==> src/rtl/io_arb_pkg.sv <==
// Shared types and constants for the two-requester I/O bus arbiter.
package io_arb_pkg;

  localparam int unsigned AW_DEFAULT = 23;
  localparam int unsigned DW         = 16;

  typedef enum logic [1:0] {
    IDLE  = 2'd0,
    BUSY  = 2'd1,
    DRAIN = 2'd2
  } arb_state_t;

  // Per-transfer control bits forwarded to the I/O bus master.
  typedef struct packed {
    logic rw;
    logic lds;
    logic uds;
  } io_ctl_t;

  localparam io_ctl_t IO_CTL_RESET = '{rw: 1'b1, lds: 1'b0, uds: 1'b0};

endpackage

==> src/rtl/io_bus_arbiter_if.sv <==
// Requester-side and I/O-master-side signals of the arbiter, bundled.
interface io_bus_arbiter_if #(
  parameter int unsigned AW = io_arb_pkg::AW_DEFAULT
) ();

  logic          R0REQ;
  logic          R0RW;
  logic          R0LDS;
  logic          R0UDS;
  logic [AW:1]   R0A;
  logic [15:0]   R0WD;
  logic          R0ACK;

  logic          R1REQ;
  logic          R1RW;
  logic          R1LDS;
  logic          R1UDS;
  logic [AW:1]   R1A;
  logic [15:0]   R1WD;
  logic          R1ACK;

  logic [15:0]   RD;
  logic [1:0]    GNT;

  logic          IOREQ;
  logic          IORW;
  logic          IOLDS;
  logic          IOUDS;
  logic [AW:1]   IOA;
  logic [15:0]   IOWD;
  logic          IOACT;
  logic          IODONE;
  logic [15:0]   IORD;

  // Arbiter side.
  modport slave (
    input  R0REQ, R0RW, R0LDS, R0UDS, R0A, R0WD,
    input  R1REQ, R1RW, R1LDS, R1UDS, R1A, R1WD,
    input  IOACT, IODONE, IORD,
    output R0ACK, R1ACK, RD, GNT,
    output IOREQ, IORW, IOLDS, IOUDS, IOA, IOWD
  );

  // Requesters plus I/O bus master side.
  modport master (
    output R0REQ, R0RW, R0LDS, R0UDS, R0A, R0WD,
    output R1REQ, R1RW, R1LDS, R1UDS, R1A, R1WD,
    output IOACT, IODONE, IORD,
    input  R0ACK, R1ACK, RD, GNT,
    input  IOREQ, IORW, IOLDS, IOUDS, IOA, IOWD
  );

endinterface

==> src/rtl/io_bus_arbiter.sv <==
// Two-requester arbiter in front of a single I/O bus master.
// Round-robin or fixed R0 priority; one transfer in flight at a time.
module io_bus_arbiter
  import io_arb_pkg::*;
#(
  parameter int unsigned AW     = AW_DEFAULT,
  parameter int unsigned FIXPRI = 0
) (
  input  logic            C16M,
  input  logic            RES,
  io_bus_arbiter_if.slave bus
);

  localparam logic FIX = 1'(FIXPRI != 0);

  // One-hot winner; LAST=1 means R1 was the previous owner.
  function automatic logic [1:0] f_pick(input logic [1:0] elig,
                                        input logic       last,
                                        input logic       fix);
    logic [1:0] win;
    win = elig;
    if (elig == 2'b11) begin
      win = (fix || last) ? 2'b01 : 2'b10;
    end
    return win;
  endfunction

  arb_state_t  r_state;
  logic        r_last;
  logic [1:0]  r_gnt;
  logic        r_ioreq;
  io_ctl_t     r_ctl;
  logic [AW:1] r_ioa;
  logic [15:0] r_iowd;
  logic [15:0] r_rd;
  logic [1:0]  r_ack;

  arb_state_t  w_state;
  logic        w_last;
  logic [1:0]  w_gnt;
  logic        w_ioreq;
  io_ctl_t     w_ctl;
  logic [AW:1] w_ioa;
  logic [15:0] w_iowd;
  logic [15:0] w_rd;
  logic [1:0]  w_ack;
  logic [1:0]  w_elig;
  logic [1:0]  w_win;
  logic        w_io_idle;

  // Next-state and next-output logic.
  always_comb begin
    w_state   = r_state;
    w_last    = r_last;
    w_gnt     = r_gnt;
    w_ioreq   = r_ioreq;
    w_ctl     = r_ctl;
    w_ioa     = r_ioa;
    w_iowd    = r_iowd;
    w_rd      = r_rd;
    w_ack     = 2'b00;
    // A requester being acked this cycle must re-request to be seen again.
    w_elig    = {bus.R1REQ & ~r_ack[1], bus.R0REQ & ~r_ack[0]};
    w_win     = f_pick(w_elig, r_last, FIX);
    w_io_idle = ~bus.IOACT & ~bus.IODONE;

    unique case (r_state)
      IDLE: begin
        // Master must be fully idle, which also covers recovery after a reset mid-transfer.
        if (w_io_idle && (w_win != 2'b00)) begin
          w_gnt   = w_win;
          w_last  = w_win[1];
          w_ioreq = 1'b1;
          w_state = BUSY;
          if (w_win[1]) begin
            w_ctl  = '{rw: bus.R1RW, lds: bus.R1LDS, uds: bus.R1UDS};
            w_ioa  = bus.R1A;
            w_iowd = bus.R1WD;
          end else begin
            w_ctl  = '{rw: bus.R0RW, lds: bus.R0LDS, uds: bus.R0UDS};
            w_ioa  = bus.R0A;
            w_iowd = bus.R0WD;
          end
        end
      end
      BUSY: begin
        if (bus.IODONE) begin
          w_ioreq = 1'b0;
          w_state = DRAIN;
          if (r_ctl.rw) begin
            w_rd = bus.IORD;
          end
        end
      end
      DRAIN: begin
        if (w_io_idle) begin
          w_ack   = r_gnt;
          w_gnt   = 2'b00;
          w_state = IDLE;
        end
      end
      default: begin
        w_state = IDLE;
        w_ioreq = 1'b0;
        w_gnt   = 2'b00;
      end
    endcase
  end

  // State and output registers.
  always_ff @(posedge C16M) begin
    if (RES) begin
      r_state <= IDLE;
      r_last  <= 1'b1;
      r_gnt   <= 2'b00;
      r_ioreq <= 1'b0;
      r_ctl   <= IO_CTL_RESET;
      r_ioa   <= '0;
      r_iowd  <= '0;
      r_rd    <= '0;
      r_ack   <= 2'b00;
    end else begin
      r_state <= w_state;
      r_last  <= w_last;
      r_gnt   <= w_gnt;
      r_ioreq <= w_ioreq;
      r_ctl   <= w_ctl;
      r_ioa   <= w_ioa;
      r_iowd  <= w_iowd;
      r_rd    <= w_rd;
      r_ack   <= w_ack;
    end
  end

  assign bus.R0ACK = r_ack[0];
  assign bus.R1ACK = r_ack[1];
  assign bus.GNT   = r_gnt;
  assign bus.RD    = r_rd;
  assign bus.IOREQ = r_ioreq;
  assign bus.IORW  = r_ctl.rw;
  assign bus.IOLDS = r_ctl.lds;
  assign bus.IOUDS = r_ctl.uds;
  assign bus.IOA   = r_ioa;
  assign bus.IOWD  = r_iowd;

endmodule
==> src/flat_wrapper.sv <==
// flat-port wrapper written by rule: the top's interface ports become plain ports
module io_bus_arbiter_flat import io_arb_pkg::*;
#(
  parameter int unsigned AW     = AW_DEFAULT,
  parameter int unsigned FIXPRI = 0
)
  (C16M, RES, bus_R0REQ, bus_R0RW, bus_R0LDS, bus_R0UDS, bus_R0A, bus_R0WD, bus_R1REQ, bus_R1RW, bus_R1LDS, bus_R1UDS, bus_R1A, bus_R1WD, bus_IOACT, bus_IODONE, bus_IORD, bus_R0ACK, bus_R1ACK, bus_RD, bus_GNT, bus_IOREQ, bus_IORW, bus_IOLDS, bus_IOUDS, bus_IOA, bus_IOWD);
  io_bus_arbiter_if #(.AW(AW)) bus_i ();
  input  logic C16M;
  input  logic RES;
  input wire logic [$bits(bus_i.R0REQ)-1:0] bus_R0REQ;
  input wire logic [$bits(bus_i.R0RW)-1:0] bus_R0RW;
  input wire logic [$bits(bus_i.R0LDS)-1:0] bus_R0LDS;
  input wire logic [$bits(bus_i.R0UDS)-1:0] bus_R0UDS;
  input wire logic [$bits(bus_i.R0A)-1:0] bus_R0A;
  input wire logic [$bits(bus_i.R0WD)-1:0] bus_R0WD;
  input wire logic [$bits(bus_i.R1REQ)-1:0] bus_R1REQ;
  input wire logic [$bits(bus_i.R1RW)-1:0] bus_R1RW;
  input wire logic [$bits(bus_i.R1LDS)-1:0] bus_R1LDS;
  input wire logic [$bits(bus_i.R1UDS)-1:0] bus_R1UDS;
  input wire logic [$bits(bus_i.R1A)-1:0] bus_R1A;
  input wire logic [$bits(bus_i.R1WD)-1:0] bus_R1WD;
  input wire logic [$bits(bus_i.IOACT)-1:0] bus_IOACT;
  input wire logic [$bits(bus_i.IODONE)-1:0] bus_IODONE;
  input wire logic [$bits(bus_i.IORD)-1:0] bus_IORD;
  output wire logic [$bits(bus_i.R0ACK)-1:0] bus_R0ACK;
  output wire logic [$bits(bus_i.R1ACK)-1:0] bus_R1ACK;
  output wire logic [$bits(bus_i.RD)-1:0] bus_RD;
  output wire logic [$bits(bus_i.GNT)-1:0] bus_GNT;
  output wire logic [$bits(bus_i.IOREQ)-1:0] bus_IOREQ;
  output wire logic [$bits(bus_i.IORW)-1:0] bus_IORW;
  output wire logic [$bits(bus_i.IOLDS)-1:0] bus_IOLDS;
  output wire logic [$bits(bus_i.IOUDS)-1:0] bus_IOUDS;
  output wire logic [$bits(bus_i.IOA)-1:0] bus_IOA;
  output wire logic [$bits(bus_i.IOWD)-1:0] bus_IOWD;
  assign bus_i.R0REQ = bus_R0REQ;
  assign bus_i.R0RW = bus_R0RW;
  assign bus_i.R0LDS = bus_R0LDS;
  assign bus_i.R0UDS = bus_R0UDS;
  assign bus_i.R0A = bus_R0A;
  assign bus_i.R0WD = bus_R0WD;
  assign bus_i.R1REQ = bus_R1REQ;
  assign bus_i.R1RW = bus_R1RW;
  assign bus_i.R1LDS = bus_R1LDS;
  assign bus_i.R1UDS = bus_R1UDS;
  assign bus_i.R1A = bus_R1A;
  assign bus_i.R1WD = bus_R1WD;
  assign bus_i.IOACT = bus_IOACT;
  assign bus_i.IODONE = bus_IODONE;
  assign bus_i.IORD = bus_IORD;
  assign bus_R0ACK = bus_i.R0ACK;
  assign bus_R1ACK = bus_i.R1ACK;
  assign bus_RD = bus_i.RD;
  assign bus_GNT = bus_i.GNT;
  assign bus_IOREQ = bus_i.IOREQ;
  assign bus_IORW = bus_i.IORW;
  assign bus_IOLDS = bus_i.IOLDS;
  assign bus_IOUDS = bus_i.IOUDS;
  assign bus_IOA = bus_i.IOA;
  assign bus_IOWD = bus_i.IOWD;
  io_bus_arbiter #(.AW(AW), .FIXPRI(FIXPRI)) u_core (.C16M(C16M), .RES(RES), .bus(bus_i));
endmodule
==> config.mk <==
export PLATFORM = sky130hd
export DESIGN_NAME = io_bus_arbiter_flat
export DESIGN_NICKNAME = d
export VERILOG_FILES = /design/src/rtl/io_arb_pkg.sv /design/src/rtl/io_bus_arbiter_if.sv /design/src/rtl/io_bus_arbiter.sv /design/src/flat_wrapper.sv
export SDC_FILE = /design/constraint.sdc
export NUM_CORES = 1
export LEC_CHECK = 0
export CAP_MARGIN = 0
export CORE_MARGIN = 8
export CORE_UTILIZATION = 30
export DETAILED_ROUTE_END_ITERATION = 7
export DONT_BUFFER_PORTS = 1
export SYNTH_ARGS = -nofsm -noshare
export SYNTH_HDL_FRONTEND = slang
export SYNTH_SLANG_ARGS = --single-unit
==> constraint.sdc <==
create_clock -name C16M -period 2.2 [get_ports C16M]
set_clock_uncertainty 0.2 [all_clocks]
set_input_delay 0.44 -clock C16M [delete_from_list [all_inputs] [get_ports C16M]]
set_output_delay 0.44 -clock C16M [all_outputs]
set_load 0.01 [all_outputs]
Yosys cells after proc, flatten, opt, wreduce, memory -nomap -nowiden
Index checks and enable logic that the tools add are counted.

Bits in registers: 66. Latch bits: 0. RAM bits: 0. Memory bits (read-only): 0. Input bits: 106. Output and inout bits: 63. Word-level logic and storage cells: 50. Memories kept: 0.

$add $sub $neg: 0. Multipliers: 0. Divide/modulo/power cells: 0. Magnitude comparators: 0. Equality and inequality tests: 6. Shift-type cells: 0. Muxes and demuxes: 14. Bitwise operators: 10. Reductions and logical operators: 9.

Operators with widths (count): $mux W23 (1); $mux W16 (1); $mux W2 (6); $pmux W2 S3 (2); $reduce_and A3 Y1 (4); $not A1 Y1 (7); $eq A2 B2 Y1 const B (2); $ne A2 B1 Y1 const B (2); $and A1 B1 Y1 (3); $mux W3 (1); $pmux W1 S3 (1); $reduce_or A3 Y1 (1); $eq A2 B1 Y1 const B (1); $logic_not A2 Y1 (1); $mux W1 (2); $ne A2 B2 Y1 const B (1); $reduce_and A2 Y1 (1); $reduce_bool A2 Y1 (1); $logic_and A1 B1 Y1 (1).

Longest topological paths before layout
Gate-level depths: netlist of the first run.

Word-level depth: 8. Depth in mapped cells: 7. Depth with buffers taken out: 4.

Least setup slack after synthesis of the first run
Ideal clock, no wire load.

Path kind: register -> register. Start: reg u_core.r_state[1]. End: reg u_core.r_ioa, in the netlist u_core.bus.IOA[10]. Library setup time: 0.145 ns. Arrival time: 1.578 ns. Data required time: 1.855 ns. Path slack: 0.277 ns. Cell stages (with the launch flop): 7. Buffers on the path: 3. Period minus slack after synthesis: 1.923 ns. Path through: dfxtp_1 buf_6 or4_4 a21oi_4 buf_6 buf_6 a311oi_2.

Word-level cells in the longest chain between the ends: 2.

Ends and longest elaborated chain: from (decl) (RTL line io_bus_arbiter.sv:28) `arb_state_t r_state;`; from (signal assigned) (RTL line io_bus_arbiter.sv:123) `r_state <= w_state;`; $logic_not A2 Y1 (RTL line io_bus_arbiter.sv:67) `unique case (r_state)`; $reduce_and A2 Y1 (no source line); to (signal assigned) (RTL line io_bus_arbiter.sv:128) `r_ioa <= w_ioa;`; to (decl) (RTL line io_bus_arbiter.sv:33) `logic [AW:1] r_ioa;`.

Every way passes these cells. A chain may end at the register's enable or synchronous reset.

Worst setup path after layout of the first run
Start: reg u_core.r_state[1]. End: reg u_core.r_iowd[2] (netlist: u_core.bus.IOWD[2]).

Word-level cells in the longest chain between the ends: 2.

Ends and longest elaborated chain: $logic_not A2 Y1 (RTL line io_bus_arbiter.sv:67); $reduce_and A2 Y1 (no source line); to (signal assigned) (RTL line io_bus_arbiter.sv:129) `r_iowd <= w_iowd;`; to (decl) (RTL line io_bus_arbiter.sv:34) `logic [15:0] r_iowd;`.

Every way passes these cells.

==> impl_summary.md, run 1 <==
Power
The internal power consumption is 2.05 mW. The combinational share of power is 0.105. The overall power consumption is 2.78 mW. Summed over all nets, the switching power comes to 0.729 mW. The share of total power dissipated in sequential elements is 0.482. The ratio of total power to cell area is 830 nW/um2. The fraction of power spent switching nets is 0.262. IR analysis of the VDD net gives a maximum drop of 0.276 mV. The share of total power dissipated in the clock network is 0.414.

For this design the static power due to leakage is 1.13 nW.

Synth
Of the synthesized area, sequential elements account for 0.441. The synthesized design contains 66 register bits. The average size of a mapped cell is 8.68 um2. The number of library cell types mapped by synthesis is 27. The number of nets in the synthesized netlist is 451. The number of cells produced by synthesis is 345. The post-synthesis cell area is 2990 um2.

The number of warnings reported in the yosys synthesis log is 0.

Status
The final reports fail on negative hold slack. The flow ran to the end, but the final reports show violations.

Timing
Setup total negative slack on the finished layout was measured at 0 ps. The number of hold-slack violations in the final timing report is 29. The worst hold margin is -38.0 ps. The max-slew violation total from the final report is 0. The final worst-path cycle share is 0.903. The time the final worst path needs with I/O delays and setup is 1990 ps. The total setup violations reported at the end of the flow is 0. The upper clock frequency limit is 0.503 GHz. The transition time of the tightest slew-check pin is 635 ps. Setup repair after global routing left no endpoint under its margin. The relative slew slack is 0.574.

Die
The area of the core is 9730 um2. The floorplan has 36 rows. For this configuration, the core starts out at a cell density of 0.308. 169 I/O pins were placed.

The die covers 13400 um2. From left edge to right edge, the die measures 116 um. In this run the vertical extent of the chip is 116 um.

CTS
The number of clock sinks is 66. Once the clock tree was built, the resizer swapped 0 gates to a different size. The total number of H-tree levels is 3.

Buffers added to address setup during post-CTS repair amount to 0. The tree is rooted in a clkbuf_8. The clock tree from TritonCTS is built. For this design, the CTS-stage hold fixing added 4 buffers. The clock network latency to the later pin of the worst-skew pair is 330 ps.

The number of buffers added by the clock tree synthesis step is 9. Counting along the longest clock path gives a buffer depth of 2. After clock tree synthesis, the clock-pin slew on the worst setup and hold paths is 80 ps.

Drt
The detail route stage leaves a number of antenna-violating nets equal to 0. The violation count after the first detailed-route iteration is 128. The via total after detailed routing is 2441.

In the final routed layout, each cell accounts on average for 17.4 um. The first detailed-routing pass ran for 4 iterations. In the routed design, unresolved DRC markers number 0. Wires add up to 8.33 mm.

The via-per-instance ratio is 5.11.

Cells and area
The final net count is 446. The final non-filler cell total is 478. The area growth from synthesis to layout is 11.9%. The fraction of the core area covered by cells at the end of the flow is 0.344.

The fraction of final layout cells with drive strength greater than 1 is 0.188. Once layout is done, the placed cells without fillers occupy 3350 um2. After filler insertion, the fill cell instance count of the layout stands at 1081. The antenna diode instance count is 0.

Critical path
Data on the critical path is required at its endpoint by 2250 ps. For flop-to-flop paths, the worst setup slack is 210 ps. In this run the critical register-to-register path is captured at u_core.bus.IOWD[2]. Of all nets on the critical path, the largest fanout is 50.

The launching point of the worst reg2reg path is u_core.r_state[1]. The worst setup path is captured at a flip-flop. The type of the worst setup path is reg2reg. The launching element type of the critical path is a flip-flop. Counting cells, the worst reg-to-reg path comes to 5. The critical path starts at u_core.r_state[1]. The signal arrival time at the worst endpoint is 2030 ps.

Global routing
The global-route congestion overflow total is 0. For this run, the total global-route usage over all layers was measured as 0.120. The via count of the first global-routing pass is 2467. Entering global routing, the biggest net connects 68 pins.

The initial antenna violation count is 0. The first global-routing pass estimated 12.7 mm of wire.

Hold path
Along the worst hold path, the cell count comes to 1. The end point of the worst hold path is u_core.bus.IOA[17]. The startpoint of the tightest hold check path is RES. The path class of the lowest-slack min-delay path is in2reg.

Placed design
The global placer's final weighted congestion is 0.714. The placed instance area is 3080 um2. The count of buffers from port buffering is 0. The detailed-placement wirelength estimate is 6.24 mm. The cell count after placement is 458.

Flow run
The tool flagged a number of max-cap violations equal to 0.
==> cell usage in the layout, fill, tap and decap left out, types with 2 or more instances in the layout <==
cell type      count
nand2b_1           4
nand2_1          117
buf_4              7
clkbuf_8          10
nor2b_1            3
a21oi_1           19
dfxtp_1           66
nor3b_1            2
clkinv_4           2
a311oi_2          36
nor4_1             2
a311oi_1           5
dlygate4sd3_1      4
o21ai_0            2
a21oi_4            2
buf_12             2
nor2_1            46
bufinv_16          2
nor3_1             2
==> kinds of logic (layout without fill, tap and decap cells) <==
| logic type | count (synthesis) | count (layout) | synth area share |
|---|---|---|---|
| buffers and inverters | 29 | 29 | 0.0606 |
| AO/OA/AOI/OAI | 70 | 70 | 0.253 |
| multiplexers | 2 | 2 | 0.00710 |
| AND/OR/NAND/NOR | 178 | 178 | 0.238 |
| flip-flops | 66 | 66 | 0.441 |
==> layout make-up <==
cell class,instances,area (um2),share of cell area
multi-input combinational,250,1500,0.448
sequential,66,1320,0.394
tap,133,166,0.0497
clock buffer,10,138,0.0411
timing repair buffer,13,133,0.0396
clock inverter,6,90.1,0.0269
==> critical path, cell delays in order, from the launching register on <==
cell      delay, ps
dfxtp_1         320
or4_4           540
a21oi_4         210
buf_12          280
nor2_1           90
a311oi_2        250
==> cells in the mapped netlist (all sizes together) <==
master | instances | share of area
dfxtp | 66 | 0.44
a31oi | 1 | 0.0021
o21ai | 2 | 0.0033
a311oi | 41 | 0.20
nand2b | 4 | 0.0084
a21o | 1 | 0.0025
nor3b | 2 | 0.0050
nand4b | 1 | 0.0029
o311ai | 1 | 0.0029
o21bai | 1 | 0.0025
nor2b | 3 | 0.0063
or4 | 1 | 0.0038
buf | 11 | 0.038
a21oi | 21 | 0.039
nand2 | 117 | 0.15
mux2i | 1 | 0.0033
nor2 | 46 | 0.058
mux2 | 1 | 0.0038
a211o | 1 | 0.0029
nor4 | 2 | 0.0042
a22oi | 1 | 0.0025
clkbuf | 18 | 0.023
nor3 | 2 | 0.0033
==> layer usage <==
metal,track usage,share of wire,routed length [um],up-vias
met3,0.0547,0.12,1030,10
li1,-,-,-,1182
met2,0.197,0.46,3870,114
met1,0.131,0.40,3330,1135
met4,0.0493,0.012,101,0
met5,0,0,0,-
==> power by group through the flow <==
stage / Sequential [mW] / Combinational (mW) / Clock, mW
2_1_floorplan: 1.35 / 0.275 / 0
3_3_place_gp: 1.37 / 0.281 / 0
3_5_place_dp: 1.37 / 0.293 / 0
4_1_cts: 1.34 / 0.296 / 1.20
5_1_grt: 1.35 / 0.329 / 1.25
6_report: 1.34 / 0.291 / 1.15
==> worst max path at each step <==
stage | end | cells after the start
after floorplan | u_core.bus.IOA[10] | 6
after global placement | u_core.bus.IOWD[7] | 5
after detailed placement | u_core.bus.IOWD[2] | 5
after CTS | u_core.bus.IOWD[2] | 5
after global routing | u_core.bus.IOWD[6] | 5
final | u_core.bus.IOWD[2] | 5
==> registers in the layout, indices dropped and copies added, names as in the netlist, 2 cells and up <==
register and flops:
u_core.bus.GNT 2, u_core.r_ack 2, u_core.bus.RD 16, u_core.bus.IOWD 16, u_core.bus.IOA 23, u_core.r_state 2
==> through the flow <==
step           hold WS, ps  setup slack, ps
2_1_floorplan          281              277
3_3_place_gp           288              175
3_5_place_dp           295              132
4_1_cts              -66.6              191
5_1_grt              -72.4             42.4
6_report             -38.0              213
Power figures use the tool's default switching activity.
==> inputs of run 2 (changes only) <==
--- a/config.mk
+++ b/config.mk
@@ -7,9 +7,10 @@
 export LEC_CHECK = 0
 export CAP_MARGIN = 0
 export CORE_MARGIN = 8
-export CORE_UTILIZATION = 30
+export CORE_UTILIZATION = 56
 export DETAILED_ROUTE_END_ITERATION = 7
 export DONT_BUFFER_PORTS = 1
+export PLACE_DENSITY = 0.71
 export SYNTH_ARGS = -nofsm -noshare
 export SYNTH_HDL_FRONTEND = slang
 export SYNTH_SLANG_ARGS = --single-unit
==> run 2 against run 1 <==
Net effect:
- the run now ends clean
- total power rose by 0.23%
- combinational power increased by 14%
- count of clock-buffer cells in the layout is 1 higher
- hold slack better by 50 ps
- sequential power hardly changed
- global-route usage increased by 7.3 points
- clock power about the same
- critical path depth stayed put
- first-iteration DRC count down 16%
- core utilization is 34 points higher
- non-clock buffer count up 20
- critical path type unchanged
- critical endpoint is now u_core.bus.IOWD[15]
==> impl_summary.md, run 2 (same netlist as run 1, synthesis figures left out) <==
Status
The flow ran to the end, and the final reports show no timing, DRC or antenna violations.

Drt
The final routed DRC violation total is 0 (unchanged). The post-route antenna net violation count was 0 (unchanged). The via-per-instance ratio is 5.70 (+12%). The average detailed-routed wire length per instance is 19.0 um (+9.2%). The violation count after the first detailed-route iteration is 108 (-16%). The length of the first detailed-routing pass in iterations came to 4 (unchanged). The via total after detailed routing is 2478 (+1.5%). The detailed-route wire length is 8.29 mm (-0.59%).

Critical path
The category of cells accounting for the largest share of critical-path delay is simple AND/OR/NAND/NOR gates. The critical path's largest stage delay is 550 ps (about the same). The signal arrival time at the worst endpoint came to 2070 ps (+40 ps). The count of buffering cells on the critical path with inverters included is 1 (unchanged). The critical path goes through or4_4, a21oi_4, buf_12, nor2_1, a311oi_2. The required time of the critical path was 2240 ps (about the same).

The worst setup path is launched from a flip-flop. The maximum fanout along the worst path came to 46 (-8.0%). The cell type of the slowest stage on the worst timing path is or4_4. The worst setup path is captured at a flip-flop. The type of the worst setup path is reg2reg.

Cells and area
The flip-flop count of the largest register, all copies and words added was 23 (unchanged). The most frequent standard cell in the layout excluding fill and tap cells is nand2_1. In the layout the commonest cells are nand2_1, dfxtp_1, nor2_1. The final net count is 466 (+4.5%). Relative to the synthesized area, the layout overhead comes to 16.7%. The antenna diode instance count is 0 (unchanged). The number of fill cells in the layout is 435 (-60%). The fraction of final layout cells with drive strength greater than 1 is 0.186 (-0.00210).

Timing
The sum of negative setup slack is 0 ps (unchanged). The upper clock frequency limit is 0.493 GHz (-2.0%). The number of hold-slack violations in the final timing report is 0 (-100%). The total setup violations reported at the end of the flow was 0 (unchanged).

The time the final worst path needs with I/O delays and setup is 2030 ps (+41.2 ps). Setup repair after global routing left no endpoint under its margin. The relative slew slack is 0.630 (+0.0557). The setup slack after layout is 172 ps (-41.2 ps). The max-slew violation total from the final report is 0 (unchanged).

The final worst-path cycle share came to 0.922 (+0.0187). The transition time of the tightest slew-check pin was 548 ps (-87.2 ps).

Die
The die span in y is 89.1 um (-23%). The full die area was 7940 um2 (-41%). The area of the core is 5140 um2 (-47%).

The initial cell density of the core is 0.583 (+0.275). The floorplan row count is 26 (-28%). The top-level port count is 169 (unchanged). The die boundary width is 89.1 um (-23%).

Power
The ratio of total power to cell area is 798 nW/um2 (-3.9%). The internal power consumption is 2.07 mW (+0.71%). The combinational share of power is 0.119 (+0.014). The leakage power total is 1.26 nW (+12%). The fraction of power spent switching nets was 0.259 (-0.00353). The proportion of power drawn by the clock network was 0.400 (-0.014).

The register share of total power was 0.481 (about the same). The switching component of the power is 0.721 mW (-1.1%). The largest voltage drop on the vdd net was 0.405 mV (+47%).

Flow run
The number of violations of the max-capacitance limit is 0 (unchanged).

Global routing
The global-route wire length before repair was 12.0 mm (-5.4%). The largest net degree at the start of global routing is 68 (unchanged). The via count of the first global-routing pass is 2428 (-1.6%).

The initial antenna violation count is 0 (unchanged). The global-route congestion overflow total came to 0 (unchanged). The total global-route track usage is 0.193 (+0.0734).

CTS
The clock network latency to the later pin of the worst-skew pair is 330 ps (about the same). The number of setup buffers added after CTS is 0 (unchanged). The number of buffers added by the clock tree synthesis step is 9 (unchanged).

The number of clock sinks was 66 (unchanged). The total number of H-tree levels was 3 (unchanged). The maximum count of clock buffers along a single path is 2 (unchanged).

The clock tree from TritonCTS is built. In this run the clock root is driven by a clkbuf_8. The clock-pin slew on the worst setup and hold paths came to 70 ps (about the same).

Placed design
The global placer's final weighted congestion is 0.743 (+4.1%). The detailed-placement wirelength estimate is 5.77 mm (-7.6%). The count of buffers from port buffering came to 0 (unchanged). The pre-CTS setup slack was 91.7 ps (-40.3 ps).

Hold path
The tightest min-delay check is of the in2reg type.
==> run 2: layer usage <==
layer	part of all wire	track usage	wire length (um)
met1	0.37	0.205	3040
met5	0	0	0
met2	0.50	0.323	4120
met3	0.12	0.0928	997
met4	0.016	0.0770	129
==> run 2: final timing paths <==
path,slack (ps),depth (start not counted),endpoint,startpoint
worst max-delay path,170,5,u_core.bus.IOWD[15],u_core.r_state[1]
worst min-delay path,10,1,u_core.r_last,RES
worst max register to register,170,5,u_core.bus.IOWD[15],u_core.r_state[1]
worst min register to register,340,2,u_core.r_ack[0],u_core.bus.GNT[0]
==> run 2: power by group through the flow <==
| stage | logic [mW] | registers (mW) | clock network [mW] |
|---|---|---|---|
| floorplan | 0.275 | 1.35 | 0 |
| global placement | 0.284 | 1.37 | 0 |
| detailed placement | 0.296 | 1.37 | 0 |
| CTS | 0.307 | 1.34 | 1.13 |
| global route | 0.364 | 1.35 | 1.19 |
| finish | 0.332 | 1.34 | 1.12 |
==> run 2: metrics by stage <==
stage | cells | util | hold slack (ps) | total power [mW] | area, um2
2_1_floorplan | 345 | - | 281 | 1.62 | 2990
3_3_place_gp | 397 | 0.591 | 288 | 1.65 | 3040
3_5_place_dp | 397 | 0.591 | 293 | 1.66 | 3040
4_1_cts | 433 | 0.672 | -38.2 | 2.78 | 3460
5_1_grt | 435 | 0.680 | 8.33 | 2.90 | 3490
6_report | 435 | 0.680 | 12.1 | 2.79 | 3490
==> run 2: area by class of cell <==
cell class / count / area, um2 / share of cell area
flip-flops and latches: 66 / 1320 / 0.378
clock buffers: 11 / 141 / 0.0405
repair buffers: 33 / 358 / 0.102
multi-input cells: 250 / 1510 / 0.432
well taps: 70 / 87.6 / 0.0251
clock inverters: 5 / 77.6 / 0.0222
==> run 2: what timing repair did <==
action | 4_1_cts | 5_1_grt
endpoints found under the hold margin | 62 | 42
resized for setup | 0 | 0
hold buffers | 20 | 2
==> inputs of run 3 (changes only) <==
--- a/config.mk
+++ b/config.mk
@@ -11,6 +11,7 @@
 export DETAILED_ROUTE_END_ITERATION = 7
 export DONT_BUFFER_PORTS = 1
 export PLACE_DENSITY = 0.71
+export RECOVER_POWER = 100
 export SYNTH_ARGS = -nofsm -noshare
 export SYNTH_HDL_FRONTEND = slang
 export SYNTH_SLANG_ARGS = --single-unit
==> run 3 against run 2 <==
Net effect:
- maximum frequency fell by 1.2%
- clock power about the same
- sequential share of layout area rose by 0.16 points
- worst setup slack got worse by 24 ps
- count of clock-buffer cells in the layout unchanged
- sequential cell count did not move
==> impl_summary.md, run 3 (same netlist as run 1, synthesis figures left out) <==
Placed design
The cell count after placement is 397 (unchanged). The global placer's final weighted congestion is 0.743 (unchanged). The placed instance area is 3040 um2 (unchanged). The detailed-placement wirelength estimate is 5.77 mm (unchanged). The count of buffers from port buffering is 0 (unchanged).

CTS
The number of setup buffers added after CTS came to 0 (unchanged). The clock-pin slew on the worst setup and hold paths was 70 ps (about the same). The clock network latency to the later pin of the worst-skew pair was 330 ps (about the same). The clock tree from TritonCTS is built.

The maximum count of clock buffers along a single path is 2 (unchanged). The root buffer selected by CTS is clkbuf_8. The number of buffers added by the clock tree synthesis step came to 9 (unchanged). The number of clock sinks is 66 (unchanged). The total number of H-tree levels is 3 (unchanged). The post-cts hold buffer count was 20 (unchanged). The total of cells resized after clock tree synthesis was 0 (unchanged).

Cells and area
The flip-flop count of the largest register, all copies and words added is 23 (unchanged). From synthesis to final layout, the design area changed by 16.2%. The fraction of final layout cells with drive strength greater than 1 is 0.181 (-0.00548). The final net count was 466 (unchanged).

The final non-filler cell total came to 435 (unchanged). The library cell used most frequently in the layout, excluding fill and tap cells, is nand2_1. The antenna diode instance count is 0 (unchanged). The area of all placed cells without fillers came to 3480 um2 (-0.43%).

The top cell types in the final layout, fill and taps aside, are nand2_1, dfxtp_1, nor2_1.

Power
The ratio of total power to cell area is 800 nW/um2 (+0.36%). The switching component of the power is 0.721 mW (about the same). The largest voltage drop on the vdd net is 0.405 mV (about the same). The fraction of power spent switching nets is 0.259 (about the same). The overall power consumption was 2.78 mW (about the same). The proportion of power drawn by the clock network came to 0.401 (about the same). The combinational share of power is 0.118 (about the same).

The leakage power total is 1.26 nW (-0.21%). The register share of total power is 0.481 (about the same). The internal power consumption came to 2.06 mW (about the same).

Timing
The number of hold-slack violations in the final timing report is 0 (unchanged). The final worst-path cycle share was 0.933 (+0.0111). The total setup violations reported at the end of the flow is 0 (unchanged). The upper clock frequency limit is 0.487 GHz (-1.2%). The max-slew violation total from the final report was 0 (unchanged). The relative slew slack is 0.630 (about the same). The time the final worst path needs with I/O delays and setup came to 2050 ps (+24.4 ps). The transition time of the tightest slew-check pin is 549 ps (+0.713 ps). The sum of negative setup slack is 0 ps (unchanged). The worst hold margin is 12.5 ps (+0.410 ps). Setup repair after global routing left no endpoint under its margin.

Drt
The via-per-instance ratio came to 5.73 (+0.61%). The detailed-route wire length is 8.25 mm (-0.37%). The violation count after the first detailed-route iteration is 107 (-0.93%). The average detailed-routed wire length per instance is 19.0 um (-0.37%). The final routed DRC violation total is 0 (unchanged). The via total after detailed routing came to 2493 (+0.61%).

The length of the first detailed-routing pass in iterations is 4 (unchanged). The post-route antenna net violation count was 0 (unchanged).

Hold path
The path class of the lowest-slack min-delay path is in2reg. The worst hold path begins at RES.

Critical path
The maximum fanout along the worst path is 46 (unchanged). The critical path starts at u_core.r_state[1]. The cell type of the slowest stage on the worst timing path is or4_4. The worst register-to-register path begins at u_core.r_state[1].

Walking the worst path, the cells encountered are or4_4, a21oi_4, buf_12, nor2_1, a311oi_1. The worst setup path is captured at a flip-flop. The signal arrival time at the worst endpoint was 2080 ps (about the same). The required time of the critical path is 2230 ps (about the same). The critical path's largest stage delay came to 550 ps (about the same). The critical path is of the reg2reg type. The launching element type of the critical path is a flip-flop.

Die
The top-level port count is 169 (unchanged). The die span in y is 89.1 um (unchanged). The initial cell density of the core is 0.583 (unchanged).

The die boundary width is 89.1 um (unchanged). The floorplan row count was 26 (unchanged). The full die area is 7940 um2 (unchanged). The area of the core is 5140 um2 (unchanged).

Global routing
The total global-route track usage is 0.193 (unchanged). The via count of the first global-routing pass is 2428 (unchanged). The largest net degree at the start of global routing was 68 (unchanged). The initial antenna violation count was 0 (unchanged). The global-route wire length before repair came to 12.0 mm (unchanged).

The global-route congestion overflow total came to 0 (unchanged).

Flow run
The number of violations of the max-capacitance limit was 0 (unchanged).

Status
The flow ran to the end, and the final reports show no timing, DRC or antenna violations.
==> run 3: changes by cell type in the layout (fill, tap and decap cells not counted), sizes merged <==
cell / before / now
buf: 12 / 11
clkbuf: 11 / 12
==> run 3: metal layers <==
layer	part of all wire	wire, um	GRT usage	vias up
met2	0.50	4100	0.323	109
met5	0	0	0	-
met1	0.36	3000	0.205	1156
met3	0.12	1030	0.0928	13
li1	-	-	-	1215
met4	0.016	129	0.0770	0
==> run 3: worst max-delay path, delay by kind of cell (launching register included) <==
family / cells / cell delay, ps
simple gates: 2 / 640
compound gates: 2 / 530
flops: 1 / 310
buf+inv: 1 / 280
==> run 3: cell type report <==
| type | instances | area [um2] |
|---|---|---|
| clock buffer | 11 | 141 |
| clock inverter | 5 | 77.6 |
| fill | 440 | 1660 |
| multi-input combinational | 250 | 1500 |
| sequential | 66 | 1320 |
| tap | 70 | 87.6 |
| timing repair buffer | 33 | 355 |
==> run 3: final timing paths <==
check / to / slack, ps / cells after the start
worst max-delay path: u_core.bus.IOWD[15] / 150 / 5
worst min-delay path: u_core.r_last / 10 / 1
worst max register to register: u_core.bus.IOWD[15] / 150 / 5
worst min register to register: u_core.r_ack[0] / 340 / 2
==> run 3: stage by stage <==
stage / setup WS, ps / utilization
2_1_floorplan: 277 / -
3_3_place_gp: 172 / 0.591
3_5_place_dp: 91.7 / 0.591
4_1_cts: 171 / 0.672
5_1_grt: 48.7 / 0.677
6_report: 148 / 0.677
==> run 3: power groups by stage <==
stage / sequential, mW / combinational, mW / clock [mW]
4_1_cts: 1.34 / 0.307 / 1.13
6_report: 1.34 / 0.328 / 1.12
3_5_place_dp: 1.37 / 0.296 / 0
2_1_floorplan: 1.35 / 0.275 / 0
3_3_place_gp: 1.37 / 0.284 / 0
5_1_grt: 1.35 / 0.360 / 1.19
